File: src/rtl/fir_mac_controller.sv
// ============================================================================
// Module   : fir_mac_controller
// Purpose  : Sequencer and rounding/saturating MAC for a time-multiplexed FIR
// Revision : 1.0
// ============================================================================
`default_nettype none

module fir_mac_controller #(
    parameter int DATA_WIDTH = 16,
    parameter int K          = 8,
    parameter int FRAC_BITS  = 15,
    parameter int ACC_WIDTH  = 2*DATA_WIDTH + $clog2(K)
) (
    input  logic                   clk,
    input  logic                   rst_n,
    input  logic                   in_valid,
    output logic                   in_ready,
    output logic                   shift_en,
    output logic [$clog2(K)-1:0]   tap_index,
    output logic [$clog2(K)-1:0]   coef_addr,
    input  logic [DATA_WIDTH-1:0]  sample_sel,
    input  logic [DATA_WIDTH-1:0]  coef_in,
    output logic                   busy,
    output logic                   out_valid,
    input  logic                   out_ready,
    output logic [DATA_WIDTH-1:0]  y_out
);

    localparam int                 TW       = $clog2(K);
    localparam int                 PW       = 2*DATA_WIDTH;
    localparam logic [TW-1:0]      C_LAST   = TW'(K-1);
    localparam logic [ACC_WIDTH:0] C_RND    = {{ACC_WIDTH{1'b0}}, 1'b1} << (FRAC_BITS-1);
    localparam logic signed [ACC_WIDTH:0] C_MAX =
        $signed({{(ACC_WIDTH-DATA_WIDTH+2){1'b0}}, {(DATA_WIDTH-1){1'b1}}});
    localparam logic signed [ACC_WIDTH:0] C_MIN =
        $signed({{(ACC_WIDTH-DATA_WIDTH+2){1'b1}}, {(DATA_WIDTH-1){1'b0}}});

    typedef enum logic [1:0] {
        S_IDLE  = 2'd0,
        S_SHIFT = 2'd1,
        S_MAC   = 2'd2,
        S_DONE  = 2'd3
    } state_t;

    state_t                        r_state;
    state_t                        w_next;
    logic [TW-1:0]                 r_tap;
    logic                          r_in_ready;
    logic [DATA_WIDTH-1:0]         r_y;
    logic signed [ACC_WIDTH-1:0]   r_acc;
    logic signed [ACC_WIDTH-1:0]   w_acc_next;
    logic signed [PW-1:0]          w_prod;
    logic signed [ACC_WIDTH-1:0]   w_prod_ext;
    logic signed [ACC_WIDTH:0]     w_rnd;
    logic signed [ACC_WIDTH:0]     w_shifted;
    logic [DATA_WIDTH-1:0]         w_sat;
    logic                          w_last_tap;

    assign w_prod     = $signed(sample_sel) * $signed(coef_in);
    assign w_prod_ext = {{(ACC_WIDTH-PW){w_prod[PW-1]}}, w_prod};
    assign w_acc_next = (r_tap == '0) ? w_prod_ext : r_acc + w_prod_ext;
    assign w_last_tap = (r_state == S_MAC) && (r_tap == C_LAST);

    // One guard bit above the accumulator so adding the rounding constant cannot wrap.
    assign w_rnd      = $signed({w_acc_next[ACC_WIDTH-1], w_acc_next} + C_RND);
    assign w_shifted  = w_rnd >>> FRAC_BITS;

    always_comb begin
        w_sat = w_shifted[DATA_WIDTH-1:0];
        if (w_shifted > C_MAX) begin
            w_sat = C_MAX[DATA_WIDTH-1:0];
        end else if (w_shifted < C_MIN) begin
            w_sat = C_MIN[DATA_WIDTH-1:0];
        end
    end

    always_comb begin
        w_next = r_state;
        case (r_state)
            S_IDLE:  if (in_valid)   w_next = S_SHIFT;
            S_SHIFT:                 w_next = S_MAC;
            S_MAC:   if (w_last_tap) w_next = S_DONE;
            S_DONE:  if (out_ready)  w_next = S_IDLE;
            default:                 w_next = S_IDLE;
        endcase
    end

    // in_ready is registered so it stays low while reset is asserted.
    always_ff @(posedge clk or negedge rst_n) begin
        if (!rst_n) begin
            r_state    <= S_IDLE;
            r_in_ready <= 1'b0;
            r_tap      <= '0;
            r_acc      <= '0;
            r_y        <= '0;
        end else begin
            r_state    <= w_next;
            r_in_ready <= (w_next == S_IDLE);
            if (r_state == S_MAC) begin
                r_acc <= w_acc_next;
                r_tap <= w_last_tap ? '0 : r_tap + TW'(1);
            end else begin
                r_tap <= '0;
            end
            if (w_last_tap) begin
                r_y <= w_sat;
            end
        end
    end

    assign in_ready  = r_in_ready;
    assign shift_en  = (r_state == S_SHIFT);
    assign busy      = (r_state == S_SHIFT) || (r_state == S_MAC);
    assign out_valid = (r_state == S_DONE);
    assign tap_index = r_tap;
    assign coef_addr = r_tap;
    assign y_out     = r_y;

endmodule

`default_nettype wire

File: config.mk
export PLATFORM = sky130hd
export DESIGN_NAME = fir_mac_controller
export DESIGN_NICKNAME = d
export VERILOG_FILES = /design/src/rtl/fir_mac_controller.sv
export SDC_FILE = /design/constraint.sdc
export NUM_CORES = 1
export LEC_CHECK = 0
export CAP_MARGIN = 15
export CORE_UTILIZATION = 69
export DETAILED_ROUTE_END_ITERATION = 10
export PLACE_DENSITY = 0.93
export SYNTH_ARGS = -nofsm -noshare
export SYNTH_HDL_FRONTEND = slang
export SYNTH_SLANG_ARGS = --single-unit
File: constraint.sdc
create_clock -name clk -period 7 [get_ports clk]
set_input_delay 2.1 -clock clk [delete_from_list [all_inputs] [get_ports clk]]
set_output_delay 2.1 -clock clk [all_outputs]
set_load 0.03 [all_outputs]
==> results.md, run 1 <==
* Post-synth top area share at between 30% and 40%
* # hold bufs at CTS at 0
* Synth warn at 0
* Exit stage: clock tree synthesis (4_1_cts)
* Hpwl dp at approximately 47 mm
* Die Width at roughly 150 um
* Post-synthesis average cell area at ~8.7 um^2
* CTS Buf Count at 9
* CTS sink cnt at 57
* Async SR Flop Fraction at 100.0%
* H-Tree Depth at 3
* Post-CTS Setup Inserts at around 110
* Ys flop type: dfrtp_1
* Yosys reg bits at 57
* Die H at approximately 150 um
* Post-CTS sizing at 470
* # IOs at slightly above 60
* Dominant cells by area after synthesis: fa_1 (34%), ha_1 (10%), dfrtp_1 (9.2%)
* IO buf count at slightly above 60
* Sequential share of the synthesized area at around 9.2%
* Root Driver: clkbuf_16
* Clock buffer depth at 2
* Error: [ERROR DPL-0038] Utilization greater than 100%, impossible to legalize
* Run status: did not finish
* Area leader, netlist: fa_1
* Site row count at 54
* Synth Cell Area at roughly 16000 um^2
* Gp weighted congestion at ~1.0
* Unique masters post-synth at 89
* EDFF count, synth at 0
* Syn Inst Count at roughly 1800
* Synth Net Count at ~2200
* Initial Util at slightly above 70%
-- kinds of logic after synthesis --
kind of cell	share of synthesized area, %
simple gates	18.26
xor+xnor	3.898
buf+inv	9.605
mux	1.872
fa+ha+maj	44.21
compound gates	12.95
flops	9.201
-- cell usage after synthesis (15+ instances only) --
cell type and n:
nand2_1 195, xor2_1 24, a21o_1 25, xnor2_1 45, nand3_1 20, fa_1 263
dfrtp_1 57, a21oi_1 95, o21ai_0 40, nor2_1 110, ha_1 127, inv_1 313
clkbuf_1 52, o21a_1 15, and2_1 130
-- per-stage QoR --
step,setup WS [ns],cell area (um^2),setup TNS (ns),std cells,util (%)
after detailed placement,-5.015,19350,-156.67,2406,88.11
after global placement,-4.386,19350,-132.73,2406,88.11
after floorplan,-3.574,16260,-90.70,1785,-
==> inputs of run 2 (changes only) <==
--- a/config.mk
+++ b/config.mk
@@ -6,9 +6,9 @@
 export NUM_CORES = 1
 export LEC_CHECK = 0
 export CAP_MARGIN = 15
-export CORE_UTILIZATION = 69
+export CORE_UTILIZATION = 40
 export DETAILED_ROUTE_END_ITERATION = 10
-export PLACE_DENSITY = 0.93
+export PLACE_DENSITY_LB_ADDON = 0.15
 export SYNTH_ARGS = -nofsm -noshare
 export SYNTH_HDL_FRONTEND = slang
 export SYNTH_SLANG_ARGS = --single-unit
==> run 2 against run 1 <==
  * Synthesized area did not move
  * Synthesized cell count did not move
  * The flow now finishes, with violations (setup timing)
==> results.md, run 2 <==
* CTS sink cnt at 57 (unchanged)
* Drt wl/cell at 16.53 um
* Gp weighted congestion at 0.9042 (was 1.036)
* Clock slew seen by the registers of the worst setup and hold paths at around 0.050 ns
* Site row count at 71 (was 54)
* Yosys reg bits at 57 (unchanged)
* CP max stage delay at ~0.55 ns
* Skew-Pair Late Insertion Delay at 0.36 ns
* Run status: complete, but fails checks (was did not finish)
* Post-synthesis average cell area at 8.685 um^2 (unchanged)
* Cell Area, Placed at 19900 um^2 (was 19350 um^2)
* Fin worst setup slack at -3.624 ns
* Setup Crit Path Kind: primary input to register
* Syn Inst Count at 1785 (unchanged)
* Unique masters post-synth at 89 (unchanged)
* WP data arrival at 10.85 ns
* Overflow after GRT at 0
* Max-cap viol count at 0
* Fillers at 3248
* Hold Crit Class: register to register
* Placed insts at 2667 (was 2406)
* Finished Layout Cells at ~2800
* GRT Util Overall at around 25%
* Area growth, synth to finish at 51.50%
* Largest net degree at the start of global routing at 68
* WHS at approximately 0.5 ns
* Most common cell in the synthesized netlist: inv_1 (unchanged)
* Pins Over Slew Limit at 0
* CTS Buf Count at 9 (unchanged)
* IO buf count at 61 (unchanged)
* Setup violations, final at 43
* Die Width at 198.9 um (was 151.9 um)
* Fin crit period at about 11 ns
* Worst Path Required at 7.23 ns
* Most frequent CP cell: fa_1
* Commonest cells after routing, fill and taps aside: buf_4 (432), inv_1 (275), fa_1 (255), nand2_1 (148), buf_6 (107)
* Remaining antenna violation count at 0
* Most common cell after layout, fill and taps aside: buf_4
* RSZ-0062 raised after global routing: true
* CP Capture Type: register
* Hold Fails Final Rpt at 0
* Slew margin rel. at 29.32%
* Max FFs per register at 35
* Nets@finish at 2757
* Post-route cell area at ~23000 um^2
* Root Driver: clkbuf_16 (unchanged)
* Die H at 198.9 um (was 151.9 um)
* Critical path's slowest cell: fa_1
* Diodes inserted at 0
* DRT Pass-1 Iters at 5
* # IOs at 62 (unchanged)
* Die area at a little under 40000 um^2
* CTS tree: built
* Max Clock Freq at 0.09413 GHz
* Number of global-route vias before repair at 15609
* H-Tree Depth at 3 (unchanged)
* Crit-path max FO at 8
* CP Launch Type: primary input
* Ys flop type: dfrtp_1 (unchanged)
* Failing checks: setup timing
* Drt total wl at around 47 mm
* Largest Register: r_acc
* Post-synth top area share at 33.96% (unchanged)
* Commonest cells in the netlist: inv_1 (313), fa_1 (263), nand2_1 (195) (unchanged)
* EDFF count, synth at 0 (unchanged)
* Via density at between 5 and 6
* Synth Net Count at 2211 (unchanged)
* Dominant cells by area after synthesis: fa_1 (34%), ha_1 (10%), dfrtp_1 (9.2%) (unchanged)
* Initial antenna violation count at 0
* Share of cells above drive strength 1 at 42.21%
* Hpwl dp at 35.14 mm (was 46.60 mm)
* Global-route wire length before repair at just under 80 mm
* Total number of vias at around 15000
* Sequential share of the synthesized area at 9.201% (unchanged)
* Worst-margin pin slew at between 1 and 1.5 ns
* Core Region at about 38000 um^2
* Period Utilization, post-route at 151.8%
* Initial Util at 40.87% (was 70.60%)
* Async SR Flop Fraction at 100.0% (unchanged)
* Synth Cell Area at 15500 um^2 (unchanged)
* Synth warn at 0 (unchanged)
* Residual DRC at 0
* Clock buffer depth at 2 (unchanged)
* Initial DRC count at approximately 800
* Area leader, netlist: fa_1 (unchanged)
* Setup Skew at 0.01309 ns
[run 2: cell counts after synthesis]
No cell type changed its count.
[run 2: worst max-delay path, delay by kind of cell]
family                     cells  cell delay [ns]
AOI/OAI and AO/OA              7             1.73
adders and majority gates      8             3.45
buffers and inverters          7             0.73
muxes                          2             0.53
and+or+nand+nor                8             2.27
[run 2: cells by family after synthesis]
logic type / count (synthesis) / share of synthesized area, %
DFF: 57 / 9.201
xor gates and xnor gates: 69 / 3.898
adders and majority gates: 390 / 44.21
muxes: 27 / 1.872
buffers and inverters: 386 / 9.605
AOI/OAI and AO/OA: 294 / 12.95
and+or+nand+nor: 562 / 18.26
[run 2: worst paths after layout]
check / from / cells after the start / end / slack [ns]
setup / recovery: sample_sel[11] / 32 / y_out[1] / -3.62
min in group asynchronous: rst_n / 2 / r_acc[2] / 1.91
max in group asynchronous: rst_n / 2 / r_acc[25] / 4.54
setup reg to reg: r_acc[0] / 15 / y_out[1] / 1.91
hold reg to reg: r_acc[5] / 1 / r_acc[5] / 0.50
hold / removal: r_acc[5] / 1 / r_acc[5] / 0.50
[run 2: metrics by stage]
step                setup slack (ns)  utilization, %  TNS, ns
floorplan                     -3.574               -   -90.70
global placement              -4.493           52.46  -137.55
detailed placement            -4.511           52.46  -139.33
CTS                           -3.507           59.14   -96.11
global route                  -3.878           61.92  -109.90
finish                        -3.624           61.92   -98.98
[run 2: layout make-up]
| cell class | instances | area, um^2 | area share (%) |
|---|---|---|---|
| multi-input cells | 1343 | 14800 | 63.00 |
| repair buffers | 607 | 5151 | 21.93 |
| flip-flops and latches | 57 | 1426 | 6.073 |
| inverters | 313 | 1177 | 5.013 |
| well taps | 511 | 639.4 | 2.722 |
| clock buffers | 10 | 229.0 | 0.9749 |
| clock inverters | 6 | 67.56 | 0.2877 |
[run 2: timing repair]
| action | in CTS | in global routing |
|---|---|---|
| cloned | 8 | 0 |
| hold buffers | 0 | 0 |
| gates resized for setup | 414 | 185 |
| setup buffers | 116 | 54 |
| setup endpoints to repair | 45 | 44 |
| pin swaps | 186 | 133 |
[run 2: per-layer routing]
metal	global-route usage [%]	vias up	routed length [um]
li1	-	6844	-
met2	43.21	268	23450
met1	32.98	7360	21250
met4	4.815	0	947
met5	0	-	0
met3	2.611	79	1410
Power of run 2 is left out: the tool's default activity adds up to more than one toggle a clock period on the data nets, which glitch-free logic cannot reach.
==> inputs of run 3 (changes only) <==
--- a/config.mk
+++ b/config.mk
@@ -8,6 +8,7 @@
 export CAP_MARGIN = 15
 export CORE_UTILIZATION = 40
 export DETAILED_ROUTE_END_ITERATION = 10
+export DONT_BUFFER_PORTS = 1
 export PLACE_DENSITY_LB_ADDON = 0.15
 export SYNTH_ARGS = -nofsm -noshare
 export SYNTH_HDL_FRONTEND = slang
==> run 3 against run 2 <==
  * Sequential share of layout area grew 0.60 points
  * Clock-buffer cell count shrank 1
  * Largest cell class unchanged
  * The run still ends with setup timing left
  * Register-to-register slack better by 0.16 ns
  * Maximum frequency up 4.1%
  * Final cell count decreased by 6.8%
  * Via count down 6.9%
  * Critical path depth up 4
  * Worst hold slack worse by 0.0059 ns
==> results.md, run 3 (synthesis results as in run 2) <==
* Run status: complete, but fails checks (unchanged)
* Failing checks: setup timing (unchanged)
* Setup_tns at -82.63 ns (was -98.98 ns)
* Initial antenna violation count at 0 (unchanged)
* Most frequent CP cell: fa_1 (unchanged)
* H-Tree Depth at 3 (unchanged)
* Fin worst setup slack at -3.210 ns (was -3.624 ns)
* Die area at 39550 um^2 (unchanged)
* Global-route wire length before repair at 73.40 mm (was 77.43 mm)
* WP data arrival at 10.43 ns (was 10.85 ns)
* Worst-margin pin slew at 0.9144 ns (was 1.058 ns)
* Setup Crit Path Kind: primary input to register (unchanged)
* Worst Path Required at 7.22 ns (was 7.23 ns)
* Setup violations, final at 41 (was 43)
* GRT Util Overall at 23.53% (was 24.69%)
* CP Capture Type: register (unchanged)
* Critical path's slowest cell: fa_1 (unchanged)
* Gp weighted congestion at 0.9219 (was 0.9042)
* Overflow after GRT at 0 (unchanged)
* Largest Register: r_acc (unchanged)
* # IOs at 62 (unchanged)
* Number of global-route vias before repair at 14327 (was 15609)
* Max FFs per register at 35 (unchanged)
* Hold Fails Final Rpt at 0 (unchanged)
* Site row count at 71 (unchanged)
* Area growth, synth to finish at 37.85% (was 51.50%)
* Period Utilization, post-route at 145.9% (was 151.8%)
* Diodes inserted at 0 (unchanged)
* Share of cells above drive strength 1 at 35.54% (was 42.21%)
* Hold Crit Class: register to register (unchanged)
* Nets@finish at 2562 (was 2757)
* Core Region at 37930 um^2 (unchanged)
* Initial DRC count at 665 (was 807)
* CTS sink cnt at 57 (unchanged)
* Commonest cells after routing, fill and taps aside: buf_4 (368), inv_1 (286), fa_1 (257), nand2_1 (164), and2_1 (113) (was buf_4 (432), inv_1 (275), fa_1 (255), nand2_1 (148), buf_6 (107))
* Root Driver: clkbuf_16 (unchanged)
* Hpwl dp at 34.40 mm (was 35.14 mm)
* WHS at 0.4951 ns (was 0.5010 ns)
* DRT Pass-1 Iters at 5 (unchanged)
* Setup Skew at 0.01296 ns (was 0.01309 ns)
* Clock slew seen by the registers of the worst setup and hold paths at 0.06 ns (was 0.05 ns)
* Skew-Pair Late Insertion Delay at 0.35 ns (was 0.36 ns)
* Clock buffer depth at 2 (unchanged)
* RSZ-0062 raised after global routing: true (unchanged)
* Most common cell after layout, fill and taps aside: buf_4 (unchanged)
* Slew margin rel. at 38.89% (was 29.32%)
* Die Width at 198.9 um (unchanged)
* Post-layout util at 56.34% (was 61.92%)
* Die H at 198.9 um (unchanged)
* CTS tree: built (unchanged)
* Post-route cell area at 21370 um^2 (was 23490 um^2)
* Initial Util at 40.87% (unchanged)
* Drt wl/cell at 16.54 um (was 16.53 um)
* Largest net degree at the start of global routing at 68 (unchanged)
* IO buf count at 0 (was 61)
* Via density at 5.107 (was 5.111)
* Total number of vias at 13543 (was 14551)
* Drt total wl at 43.86 mm (was 47.06 mm)
* Residual DRC at 0 (unchanged)
* Fin crit period at 10.21 ns (was 10.62 ns)
* CTS Buf Count at 9 (unchanged)
* Max-cap viol count at 0 (unchanged)
* CP max stage delay at 0.54 ns (was 0.55 ns)
* Max Clock Freq at 0.09795 GHz (was 0.09413 GHz)
* Remaining antenna violation count at 0 (unchanged)
* CP Launch Type: primary input (unchanged)
* Pins Over Slew Limit at 0 (unchanged)
* # hold bufs at CTS at 0 (unchanged)
* Crit-path max FO at 16 (was 8)
* Cell Area, Placed at 18780 um^2 (was 19900 um^2)
run 3: timing repair:
| action | 4_1_cts | 5_1_grt |
|---|---|---|
| hold endpoints to repair | 0 | 0 |
| endpoints found under the setup margin | 42 | 43 |
| pin swaps | 116 | 92 |
| gates cloned | 1 | 0 |
| setup buffers | 54 | 42 |
| resized for setup | 193 | 135 |
run 3: per-stage QoR:
stage                     instances  setup slack [ns]
after floorplan                1785            -3.574
after global placement         2543            -3.881
after detailed placement       2543            -4.045
after CTS                      2611            -3.230
after global routing           2652            -3.494
final                          2652            -3.210
run 3: worst paths after layout:
check,from,to,slack (ns),cells past startpoint
setup / recovery,coef_in[6],y_out[0],-3.21,36
setup reg to reg,r_acc[0],y_out[0],2.07,16
min in group asynchronous,rst_n,r_acc[8],1.45,0
hold / removal,r_acc[5],r_acc[5],0.50,1
max in group asynchronous,rst_n,r_acc[24],5.41,0
hold reg to reg,r_acc[5],r_acc[5],0.50,1
run 3: worst max-delay path, delay by kind of cell:
family | cells | cell delay (ns)
adders and majority gates | 8 | 3.60
AOI/OAI and AO/OA | 10 | 2.32
buffers and inverters | 8 | 0.72
and+or+nand+nor | 7 | 1.24
muxes | 1 | 0.15
xor gates and xnor gates | 2 | 0.30
run 3: routing by layer:
metal	global-route usage, %	part of all wire, %	up-vias
met1	30.92	44	6855
met4	4.188	1.8	0
met2	42.23	51	193
li1	-	-	6446
met3	2.153	2.8	49
met5	0	0	-
run 3: layout make-up:
class	count	area, um^2
clock buffers	9	225.2
clock inverters	7	77.57
fillers	3424	16560
inverters	313	1175
multi-input cells	1343	14560
flip-flops and latches	57	1426
well taps	511	639.4
repair buffers	412	3267
Power of run 3 is left out for the same reason.
